[src/rtl/if_stage_pkg.sv]
// Shared types and constants for the instruction-fetch stage.
package if_stage_pkg;

  typedef logic [29:0] WordAddrBus;
  typedef logic [31:0] WordDataBus;

  typedef enum logic [1:0] {
    IF_STATE_IDLE   = 2'd0,
    IF_STATE_REQ    = 2'd1,
    IF_STATE_ACCESS = 2'd2,
    IF_STATE_HOLD   = 2'd3
  } IfStateBus;

  localparam WordDataBus ISA_NOP = 32'h0000_0000;

  // Word-address increment; wraps mod 2^30.
  function automatic WordAddrBus pc_incr(input WordAddrBus pc);
    return pc + 30'd1;
  endfunction

endpackage

[src/rtl/if_stage_if.sv]
// Shared-bus signal bundle between a fetch master and the bus/memory side.
interface if_stage_if;
  import if_stage_pkg::*;

  logic       bus_req_;
  logic       bus_grnt_;
  logic       bus_as_;
  logic       bus_rw;
  WordAddrBus bus_addr;
  WordDataBus bus_wr_data;
  WordDataBus bus_rd_data;
  logic       bus_rdy_;

  modport master (
    output bus_req_, bus_as_, bus_rw, bus_addr, bus_wr_data,
    input  bus_grnt_, bus_rd_data, bus_rdy_
  );

  modport slave (
    input  bus_req_, bus_as_, bus_rw, bus_addr, bus_wr_data,
    output bus_grnt_, bus_rd_data, bus_rdy_
  );

endinterface

[src/rtl/if_stage_if_reg.sv]
// IF/ID pipeline register: reset, then flush, then load, then stall-hold, else bubble.
module if_stage_if_reg
  import if_stage_pkg::*;
#(
  parameter WordAddrBus RESET_PC = 30'h0,
  parameter WordDataBus NOP_INSN = ISA_NOP
) (
  input  logic       clk,
  input  logic       reset,
  input  logic       stall_i,
  input  logic       flush_i,
  input  logic       load_i,
  input  WordAddrBus load_pc_i,
  input  WordDataBus load_insn_i,
  output WordAddrBus if_pc_o,
  output WordDataBus if_insn_o,
  output logic       if_en_o
);

  WordAddrBus pc_q, pc_d;
  WordDataBus insn_q, insn_d;
  logic       en_q, en_d;

  always_comb begin
    pc_d   = pc_q;
    insn_d = insn_q;
    en_d   = en_q;
    if (flush_i) begin
      en_d   = 1'b0;
      insn_d = NOP_INSN;
    end else if (load_i) begin
      pc_d   = load_pc_i;
      insn_d = load_insn_i;
      en_d   = 1'b1;
    end else if (!stall_i) begin
      en_d   = 1'b0;
      insn_d = NOP_INSN;
    end
  end

  always_ff @(posedge clk or posedge reset) begin
    if (reset) begin
      pc_q   <= RESET_PC;
      insn_q <= NOP_INSN;
      en_q   <= 1'b0;
    end else begin
      pc_q   <= pc_d;
      insn_q <= insn_d;
      en_q   <= en_d;
    end
  end

  assign if_pc_o   = pc_q;
  assign if_insn_o = insn_q;
  assign if_en_o   = en_q;

endmodule

[src/rtl/if_stage.sv]
// Instruction-fetch stage: PC, bus-master fetch FSM and hold buffer feeding IF/ID.
// Optional scratchpad fetch path is enabled by defining IF_SPM_EN.
module if_stage
  import if_stage_pkg::*;
#(
  parameter WordAddrBus RESET_PC = 30'h0,
  parameter WordDataBus NOP_INSN = ISA_NOP
`ifdef IF_SPM_EN
  ,
  parameter WordAddrBus  SPM_BASE       = 30'h0,
  parameter int unsigned SPM_DEPTH_LOG2 = 12
`endif
) (
  input  logic              clk,
  input  logic              reset,
  input  logic              stall,
  input  logic              flush,
  input  WordAddrBus        new_pc,
  input  logic              br_taken,
  input  WordAddrBus        br_addr,
  output logic              busy,
  if_stage_if.master        bus,
  output WordAddrBus        if_pc,
  output WordDataBus        if_insn,
  output logic              if_en
`ifdef IF_SPM_EN
  ,
  output WordAddrBus        spm_addr,
  output logic              spm_as_,
  input  WordDataBus        spm_rd_data
`endif
);

  IfStateBus  state_q, state_d;
  WordAddrBus pc_q, pc_d;
  WordAddrBus addr_q, addr_d;
  WordDataBus buf_q, buf_d;
  logic       drop_q, drop_d;

  WordAddrBus next_pc;
  logic       fetch_ok;
  logic       load;
  WordDataBus load_insn;
  logic       spm_hit;
  WordDataBus spm_data;

  assign next_pc  = br_taken ? br_addr : pc_incr(pc_q);
  // Reset gating keeps the bus idle while reset is held.
  assign fetch_ok = !reset && !stall && !flush;

`ifdef IF_SPM_EN
  assign spm_hit  = ((pc_q - SPM_BASE) >> SPM_DEPTH_LOG2) == '0;
  assign spm_data = spm_rd_data;
  assign spm_addr = pc_q;
  assign spm_as_  = !((state_q == IF_STATE_IDLE) && spm_hit && fetch_ok);
`else
  assign spm_hit  = 1'b0;
  assign spm_data = NOP_INSN;
`endif

  assign bus.bus_rw      = 1'b1;
  assign bus.bus_wr_data = '0;

  always_comb begin
    state_d      = state_q;
    pc_d         = pc_q;
    addr_d       = addr_q;
    buf_d        = buf_q;
    drop_d       = drop_q;
    load         = 1'b0;
    load_insn    = buf_q;
    bus.bus_req_ = 1'b1;
    bus.bus_as_  = 1'b1;
    bus.bus_addr = addr_q;

    unique case (state_q)
      IF_STATE_IDLE: begin
        if (fetch_ok && spm_hit) begin
          load      = 1'b1;
          load_insn = spm_data;
          pc_d      = next_pc;
        end else if (fetch_ok) begin
          bus.bus_req_ = 1'b0;
          state_d      = IF_STATE_REQ;
        end
      end
      IF_STATE_REQ: begin
        bus.bus_req_ = 1'b0;
        if (!bus.bus_grnt_) begin
          bus.bus_as_  = 1'b0;
          bus.bus_addr = pc_q;
          addr_d       = pc_q;
          state_d      = IF_STATE_ACCESS;
        end
      end
      IF_STATE_ACCESS: begin
        bus.bus_req_ = 1'b0;
        if (!bus.bus_rdy_) begin
          if (drop_q || flush) begin
            drop_d  = 1'b0;
            state_d = IF_STATE_IDLE;
          end else if (stall) begin
            buf_d   = bus.bus_rd_data;
            state_d = IF_STATE_HOLD;
          end else begin
            load      = 1'b1;
            load_insn = bus.bus_rd_data;
            pc_d      = next_pc;
            state_d   = IF_STATE_IDLE;
          end
        end
      end
      IF_STATE_HOLD: begin
        if (flush) begin
          state_d = IF_STATE_IDLE;
        end else if (!stall) begin
          load    = 1'b1;
          pc_d    = next_pc;
          state_d = IF_STATE_IDLE;
        end
      end
    endcase

    // A flushed in-flight transaction still runs to completion; its data is dropped.
    if (flush) begin
      pc_d = new_pc;
      if ((state_q == IF_STATE_REQ || state_q == IF_STATE_ACCESS) &&
          state_d != IF_STATE_IDLE) begin
        drop_d = 1'b1;
      end
    end
  end

  assign busy = (state_q == IF_STATE_REQ || state_q == IF_STATE_ACCESS) && bus.bus_rdy_;

  always_ff @(posedge clk or posedge reset) begin
    if (reset) begin
      state_q <= IF_STATE_IDLE;
      pc_q    <= RESET_PC;
      addr_q  <= '0;
      buf_q   <= NOP_INSN;
      drop_q  <= 1'b0;
    end else begin
      state_q <= state_d;
      pc_q    <= pc_d;
      addr_q  <= addr_d;
      buf_q   <= buf_d;
      drop_q  <= drop_d;
    end
  end

  if_stage_if_reg #(
    .RESET_PC (RESET_PC),
    .NOP_INSN (NOP_INSN)
  ) u_if_reg (
    .clk         (clk),
    .reset       (reset),
    .stall_i     (stall),
    .flush_i     (flush),
    .load_i      (load),
    .load_pc_i   (pc_q),
    .load_insn_i (load_insn),
    .if_pc_o     (if_pc),
    .if_insn_o   (if_insn),
    .if_en_o     (if_en)
  );

endmodule

[src/flat_wrapper.sv]
// flat-port wrapper written by rule: the top's interface ports become plain ports
module if_stage_flat import if_stage_pkg::*;
#(
  parameter WordAddrBus RESET_PC = 30'h0,
  parameter WordDataBus NOP_INSN = ISA_NOP

)
  (clk, reset, stall, flush, new_pc, br_taken, br_addr, busy, if_pc, if_insn, if_en, bus_bus_req_, bus_bus_as_, bus_bus_rw, bus_bus_addr, bus_bus_wr_data, bus_bus_grnt_, bus_bus_rd_data, bus_bus_rdy_);
  if_stage_if bus_i ();
  input  logic clk;
  input  logic reset;
  input  logic stall;
  input  logic flush;
  input  WordAddrBus new_pc;
  input  logic br_taken;
  input  WordAddrBus br_addr;
  output logic busy;
  output WordAddrBus if_pc;
  output WordDataBus if_insn;
  output logic if_en;
  output wire logic [$bits(bus_i.bus_req_)-1:0] bus_bus_req_;
  output wire logic [$bits(bus_i.bus_as_)-1:0] bus_bus_as_;
  output wire logic [$bits(bus_i.bus_rw)-1:0] bus_bus_rw;
  output wire logic [$bits(bus_i.bus_addr)-1:0] bus_bus_addr;
  output wire logic [$bits(bus_i.bus_wr_data)-1:0] bus_bus_wr_data;
  input wire logic [$bits(bus_i.bus_grnt_)-1:0] bus_bus_grnt_;
  input wire logic [$bits(bus_i.bus_rd_data)-1:0] bus_bus_rd_data;
  input wire logic [$bits(bus_i.bus_rdy_)-1:0] bus_bus_rdy_;
  assign bus_bus_req_ = bus_i.bus_req_;
  assign bus_bus_as_ = bus_i.bus_as_;
  assign bus_bus_rw = bus_i.bus_rw;
  assign bus_bus_addr = bus_i.bus_addr;
  assign bus_bus_wr_data = bus_i.bus_wr_data;
  assign bus_i.bus_grnt_ = bus_bus_grnt_;
  assign bus_i.bus_rd_data = bus_bus_rd_data;
  assign bus_i.bus_rdy_ = bus_bus_rdy_;
  if_stage #(.RESET_PC(RESET_PC), .NOP_INSN(NOP_INSN)) u_core (.clk(clk), .reset(reset), .stall(stall), .flush(flush), .new_pc(new_pc), .br_taken(br_taken), .br_addr(br_addr), .busy(busy), .bus(bus_i), .if_pc(if_pc), .if_insn(if_insn), .if_en(if_en));
endmodule
[config.mk]
export PLATFORM = sky130hd
export DESIGN_NAME = if_stage_flat
export DESIGN_NICKNAME = d
export VERILOG_FILES = /design/src/rtl/if_stage_pkg.sv /design/src/rtl/if_stage_if.sv /design/src/rtl/if_stage_if_reg.sv /design/src/rtl/if_stage.sv /design/src/flat_wrapper.sv
export SDC_FILE = /design/constraint.sdc
export NUM_CORES = 1
export LEC_CHECK = 0
export ABC_AREA = 1
export CAP_MARGIN = 10
export CORE_MARGIN = 2
export CORE_UTILIZATION = 52
export CTS_CLUSTER_DIAMETER = 150
export DETAILED_ROUTE_END_ITERATION = 16
export MAX_ROUTING_LAYER = met4
export PLACE_DENSITY = 0.86
export SETUP_SLACK_MARGIN = 0.2
export SYNTH_ARGS = -nofsm -noshare
export SYNTH_HDL_FRONTEND = slang
export SYNTH_SLANG_ARGS = --single-unit
[constraint.sdc]
create_clock -name clk -period 16.7 [get_ports clk]
set_input_delay 3.34 -clock clk [delete_from_list [all_inputs] [get_ports clk]]
set_output_delay 3.34 -clock clk [all_outputs]
set_load 0.005 [all_outputs]
==> results of run 1 <==
-- kinds of logic after synthesis --
kind of cell | after synthesis | synth area share [%]
DFF | 158 | 48.8
buffers and inverters | 135 | 8.59
xor gates and xnor gates | 6 | 0.649
AOI/OAI and AO/OA | 178 | 11.5
and+or+nand+nor | 495 | 24.0
adders and majority gates | 5 | 0.772
muxes | 31 | 5.61
other | 2 | 0.0927
-- flip-flops by register name (all words and copies together), names as in the netlist --
name	cells
u_core.buf_q	32
u_core.addr_q	30
u_core.pc_q	30
u_core.u_if_reg.if_pc_o	30
u_core.u_if_reg.if_insn_o	32
u_core.u_if_reg.if_en_o	1
u_core.drop_q	1
u_core.state_q	2
-- cell type report --
class / instances / area, um2 / share of cell area (%)
Inverter: 57 / 219 / 2.08
Multi-Input combinational cell: 748 / 3570 / 33.9
Clock inverter: 13 / 105 / 1.00
Clock buffer: 18 / 429 / 4.08
Tap cell: 188 / 235 / 2.24
Timing Repair Buffer: 202 / 2000 / 19.0
Sequential cell: 158 / 3950 / 37.6
-- metrics by stage --
step / instances / util (%) / setup WS, ps / area (um2)
2_1_floorplan: 1041 / - / 6350 / 8220
3_3_place_gp: 1353 / 65.6 / 7600 / 9980
3_5_place_dp: 1353 / 65.6 / 7510 / 9980
4_1_cts: 1384 / 69.1 / 7490 / 10500
5_1_grt: 1384 / 69.1 / 7330 / 10500
6_report: 1384 / 69.1 / 7510 / 10500
-- worst paths after layout --
kind	endpoint	slack, ps
max	bus_bus_addr[2]	7510
min	u_core.addr_q[15]	480
max reg2reg	u_core.u_if_reg.if_insn_o[30]	14030
min reg2reg	u_core.addr_q[15]	480
max in group asynchronous	u_core.u_if_reg.if_pc_o[0]	12200
min in group asynchronous	u_core.buf_q[12]	3300
-- critical path, stage by stage --
cell and delay, ps:
clkdlybuf4s50_1 480, nor2_1 50, buf_4 160, inv_1 590, buf_4 430, nand2_1 70, o21ai_0 140, clkdlybuf4s50_1 580
-- placed cells by master (no fill, tap or decap), types with 3 or more instances in the layout --
cell	netlist	final
inv_2	8	8
conb_1	2	33
inv_6	0	6
nand3_1	38	38
clkinvlp_4	0	3
o22ai_1	4	4
mux2_4	28	28
inv_1	49	48
clkdlybuf4s50_1	0	194
ha_1	5	5
xor2_1	6	6
o21ai_0	66	66
nor2_1	133	133
o21ai_1	82	82
a21oi_1	19	19
o211ai_1	3	3
mux2_2	3	3
nand2_1	317	317
clkbuf_16	0	17
buf_4	39	8
dfrtp_1	158	158
-- power groups by stage --
stage	sequential, mW	clock (mW)	combinational, mW
2_1_floorplan	0.543	0	0.214
3_3_place_gp	0.553	0	0.418
3_5_place_dp	0.557	0	0.429
4_1_cts	0.552	0.362	0.435
5_1_grt	0.565	0.378	0.479
6_report	0.554	0.357	0.432
-- metal layers --
| metal | track usage (%) | vias to the layer above | part of all wire (%) |
|---|---|---|---|
| met5 | - | - | 0 |
| met4 | 10.9 | 0 | 3.3 |
| met3 | 7.03 | 53 | 7.7 |
| met2 | 46.3 | 334 | 48 |
| met1 | 35.8 | 3464 | 41 |
| li1 | - | 3519 | - |
==> flow_summary_export.csv, run 1 <==
group,metric,value,unit
cells_and_area,antenna_cells,0,
clocking,cts_setup_buffers,0,
critical_path,worstSetupPathType,"input port to output pin",
power_and_ir_drop,power_density,128,nW/um2
synth,yosysSeqAreaShare,48.8,%
status,status,"finished clean",
min_path,hp-start,"u_core.addr_q[15]",
clocking,h-tree-depth,4,
power_and_ir_drop,total_power,1.34,mW
floorplan,dieArea,16600,um2
cells_and_area,syn2layout_area_growth,29.8,%
detailed_routing,drt-total-wl,22700,um
power_and_ir_drop,irDropWorstVdd,100,uV
timing,skew,10.3,ps
detailed_routing,first_pass_iters,6,
global_routing,antenna_found_initial,0,
synth,synthFlopType,"dfrtp_1",
cells_and_area,nets,1288,
clocking,cts_max_path_buffers,2,
detailed_routing,drt_iter0_markers,649,
timing,slew_violations,0,
floorplan,dieHeight,129,um
job,max_cap_viol_count,0,
min_path,hold_class,"flop to flop",
timing,hold_violations,0,
cells_and_area,fill_cells,1176,
clocking,hold_buffers,0,
timing,tns,0,ps
detailed_routing,ant_nets,0,
place,gp_congestion,0.952,
detailed_routing,dr_total_vias,7370,
floorplan,ios,228,
place,io_buffer_count,194,
clocking,clock_latency,430,ps
place,hpwlAfterDp,15700,um
min_path,whs_path_depth,2,
critical_path,endpoint_kind,"output pin",
global_routing,grt_remaining_overflow,0,
power_and_ir_drop,clockPowerShare,26.6,%
power_and_ir_drop,netSwitchingPower,439,uW
timing,max_clock_freq,109,MHz
synth,ys_top_cells_by_area,"dfrtp_1 (49%), nand2_1 (15%), nor2_1 (6.2%), mux2_4 (5.2%), o21ai_1 (5.1%)",
critical_path,cp_max_fo,30,
synth,yosysMostFrequentCell,"nand2_1",
timing,slew_headroom,35.4,%
critical_path,crit_path_start,"bus_bus_grnt_",
cells_and_area,layout-drive-gt1-share,7.27,%
detailed_routing,viasPerCell,5.33,
critical_path,arrival,5850,ps
synth,ys_ff_latch,158,
timing,layout_min_cycle_time,9190,ps
timing,whs,476,ps
synth,synth_edf_count,0,
detailed_routing,drc,0,
synth,synth_top_cell_by_area,"dfrtp_1",
global_routing,grt_pass1_vias,7105,
synth,synth_cells,1010,
clocking,cts.root.buffer_cell,"clkbuf_16",
synth,async_flop_share,100,%
synth,yosys.cell_types.count,28,
global_routing,grt_usage,28.9,%
synth,yosys_warnings,0,
critical_path,rr_startpoint,"u_core.state_q[0]",
floorplan,num_rows,45,
clocking,cts.reportedPaths.clkPinSlew,60,ps
timing,rsz0062_at_grt,"false",
clocking,cts_sinks,158,
floorplan,start_util,53.3,%
timing,post-route-period-util,55.0,%
floorplan,coreArea,15200,um2
power_and_ir_drop,switching_share,32.7,%
power_and_ir_drop,power_frac_seq,41.2,%
synth,avgSynthCellArea,8.02,um2
power_and_ir_drop,p_int,905,uW
synth,syn-cell-area,8100,um2
timing,worst_slew_pin_slew,965,ps
synth,netlist.area_leader.share,48.8,%
clocking,cts_resized,0,
critical_path,start_kind,"input port",
timing,finalSetupViolCount,0,
global_routing,grt_max_degree,67,
global_routing,grt_pass1_wl,36000,um
power_and_ir_drop,comb_power_share,32.2,%
synth,netlist_top_cells_count,"nand2_1 (317), dfrtp_1 (158), nor2_1 (133), o21ai_1 (82), o21ai_0 (66)",
critical_path,required,13360,ps
floorplan,chipWidth,129,um
clocking,cts_tree,"built",
power_and_ir_drop,p_leak,5.03,nW
clocking,cts_buffers,17,
detailed_routing,routedWlPerCell,16.4,um
critical_path,r2r_cells,9,
No activity file was read; power rests on OpenSTA's default activity.
==> run 2: changes to the inputs <==
--- a/config.mk
+++ b/config.mk
@@ -8,11 +8,11 @@
 export ABC_AREA = 1
 export CAP_MARGIN = 10
 export CORE_MARGIN = 2
-export CORE_UTILIZATION = 52
+export CORE_UTILIZATION = 44
 export CTS_CLUSTER_DIAMETER = 150
 export DETAILED_ROUTE_END_ITERATION = 16
 export MAX_ROUTING_LAYER = met4
-export PLACE_DENSITY = 0.86
+export PLACE_DENSITY = 0.77
 export SETUP_SLACK_MARGIN = 0.2
 export SYNTH_ARGS = -nofsm -noshare
 export SYNTH_HDL_FRONTEND = slang
==> constraint.sdc (replaced) <==
create_clock -name clk -period 8 [get_ports clk]
set_input_delay 1.6 -clock clk [delete_from_list [all_inputs] [get_ports clk]]
set_output_delay 1.6 -clock clk [all_outputs]
set_load 0.005 [all_outputs]
==> flow_summary_export.csv, run 2 (synthesis gave the netlist of run 1 again) <==
group,metric,value,unit
place,hpwlAfterDp,16000,um
critical_path,endpoint_kind,"output pin",
floorplan,num_rows,49,
timing,rsz0062_at_grt,"false",
critical_path,cp_max_fo,30,
place,gp_congestion,0.931,
clocking,cts_resized,0,
floorplan,start_util,44.9,%
timing,post-route-period-util,73.2,%
power_and_ir_drop,power_density,269,nW/um2
floorplan,dieArea,19500,um2
clocking,cts_tree,"built",
power_and_ir_drop,irDropWorstVdd,196,uV
cells_and_area,antenna_cells,0,
job,max_cap_viol_count,0,
timing,slew_headroom,34.9,%
clocking,cts.root.buffer_cell,"clkbuf_16",
power_and_ir_drop,total_power,2.86,mW
global_routing,grt_pass1_vias,6989,
global_routing,grt_max_degree,103,
status,status,"finished clean",
cells_and_area,most-common-layout-cells,"nand2_1 (317), clkdlybuf4s50_1 (194), dfrtp_1 (158)",
detailed_routing,viasPerCell,5.03,
timing,worst_slew_pin_slew,975,ps
detailed_routing,ant_nets,0,
critical_path,arrival,4250,ps
detailed_routing,drt_iter0_markers,512,
detailed_routing,drc,0,
detailed_routing,dr_total_vias,7174,
detailed_routing,drt-total-wl,23100,um
critical_path,required,6400,ps
timing,tns,0,ps
timing,max_clock_freq,171,MHz
timing,skew,12.8,ps
critical_path,worstSetupPathType,"input port to output pin",
detailed_routing,first_pass_iters,5,
cells_and_area,fill_cells,1598,
clocking,cts_max_path_buffers,2,
clocking,cts_sinks,158,
power_and_ir_drop,p_leak,5.06,nW
min_path,whs_path_depth,2,
detailed_routing,routedWlPerCell,16.2,um
floorplan,coreArea,18000,um2
global_routing,grt_pass1_wl,37100,um
cells_and_area,nets,1287,
clocking,cts_buffers,17,
place,io_buffer_count,194,
clocking,clock_latency,430,ps
floorplan,ios,228,
global_routing,grt_remaining_overflow,0,
timing,hold_violations,0,
floorplan,chipWidth,140,um
timing,finalSetupViolCount,0,
clocking,h-tree-depth,4,
global_routing,antenna_found_initial,0,
min_path,hold_class,"flop to flop",
clocking,cts_setup_buffers,0,
critical_path,r2r_cells,9,
timing,slew_violations,0,
critical_path,start_kind,"input port",
cells_and_area,layout-drive-gt1-share,7.36,%
clocking,hold_buffers,0,
timing,layout_min_cycle_time,5850,ps
cells_and_area,layout_commonest_cell,"nand2_1",
floorplan,dieHeight,140,um
clocking,cts.reportedPaths.clkPinSlew,70,ps
global_routing,grt_usage,24.8,%
cells_and_area,syn2layout_area_growth,30.9,%
## run 2: area by class of cell
cell class | instances | area (um2) | area share [%]
multi-input cells | 748 | 3570 | 33.6
flip-flops and latches | 158 | 3950 | 37.3
clock buffers | 18 | 439 | 4.14
well taps | 229 | 287 | 2.70
clock inverters | 14 | 140 | 1.32
inverters | 57 | 219 | 2.07
repair buffers | 201 | 1990 | 18.8
## run 2: worst paths after layout
path                              startpoint                             to  slack, ps
min in group asynchronous              reset  u_core.u_if_reg.if_insn_o[28]       1740
setup / recovery               bus_bus_grnt_               bus_bus_addr[24]       2150
setup reg to reg           u_core.state_q[0]  u_core.u_if_reg.if_insn_o[30]       5300
hold / removal             u_core.addr_q[16]              u_core.addr_q[16]        470
hold reg to reg            u_core.addr_q[16]              u_core.addr_q[16]        470
max in group asynchronous              reset  u_core.u_if_reg.if_insn_o[11]       4950
## run 2: power by group
group          internal [mW]  switching [mW]
sequential              1.01           0.142
combinational          0.471           0.425
clock                  0.424           0.381
total                   1.91           0.947
## run 2: worst max-delay path, stage by stage
cell and delay [ps]:
clkdlybuf4s50_1 420, nor2_1 430, inv_1 540, buf_4 400
o21ai_0 280, clkdlybuf4s50_1 580
## run 2: routing by layer
layer	GRT usage [%]	up-vias	part of all wire, %
li1	-	3517	-
met1	31.8	3399	43
met2	39.2	227	48
met3	6.33	31	6.8
met4	6.89	0	1.9
met5	-	-	0
## run 2: per-stage QoR
| stage | area (um2) | std cells | utilization, % | hold slack [ps] | worst slack (ps) |
|---|---|---|---|---|---|
| 2_1_floorplan | 8220 | 1041 | - | 448 | 1130 |
| 3_3_place_gp | 10000 | 1393 | 55.6 | 459 | 2200 |
| 3_5_place_dp | 10000 | 1393 | 55.6 | 456 | 2100 |
| 4_1_cts | 10600 | 1425 | 58.8 | 475 | 2090 |
| 5_1_grt | 10600 | 1425 | 58.8 | 500 | 1980 |
| 6_report | 10600 | 1425 | 58.8 | 473 | 2150 |
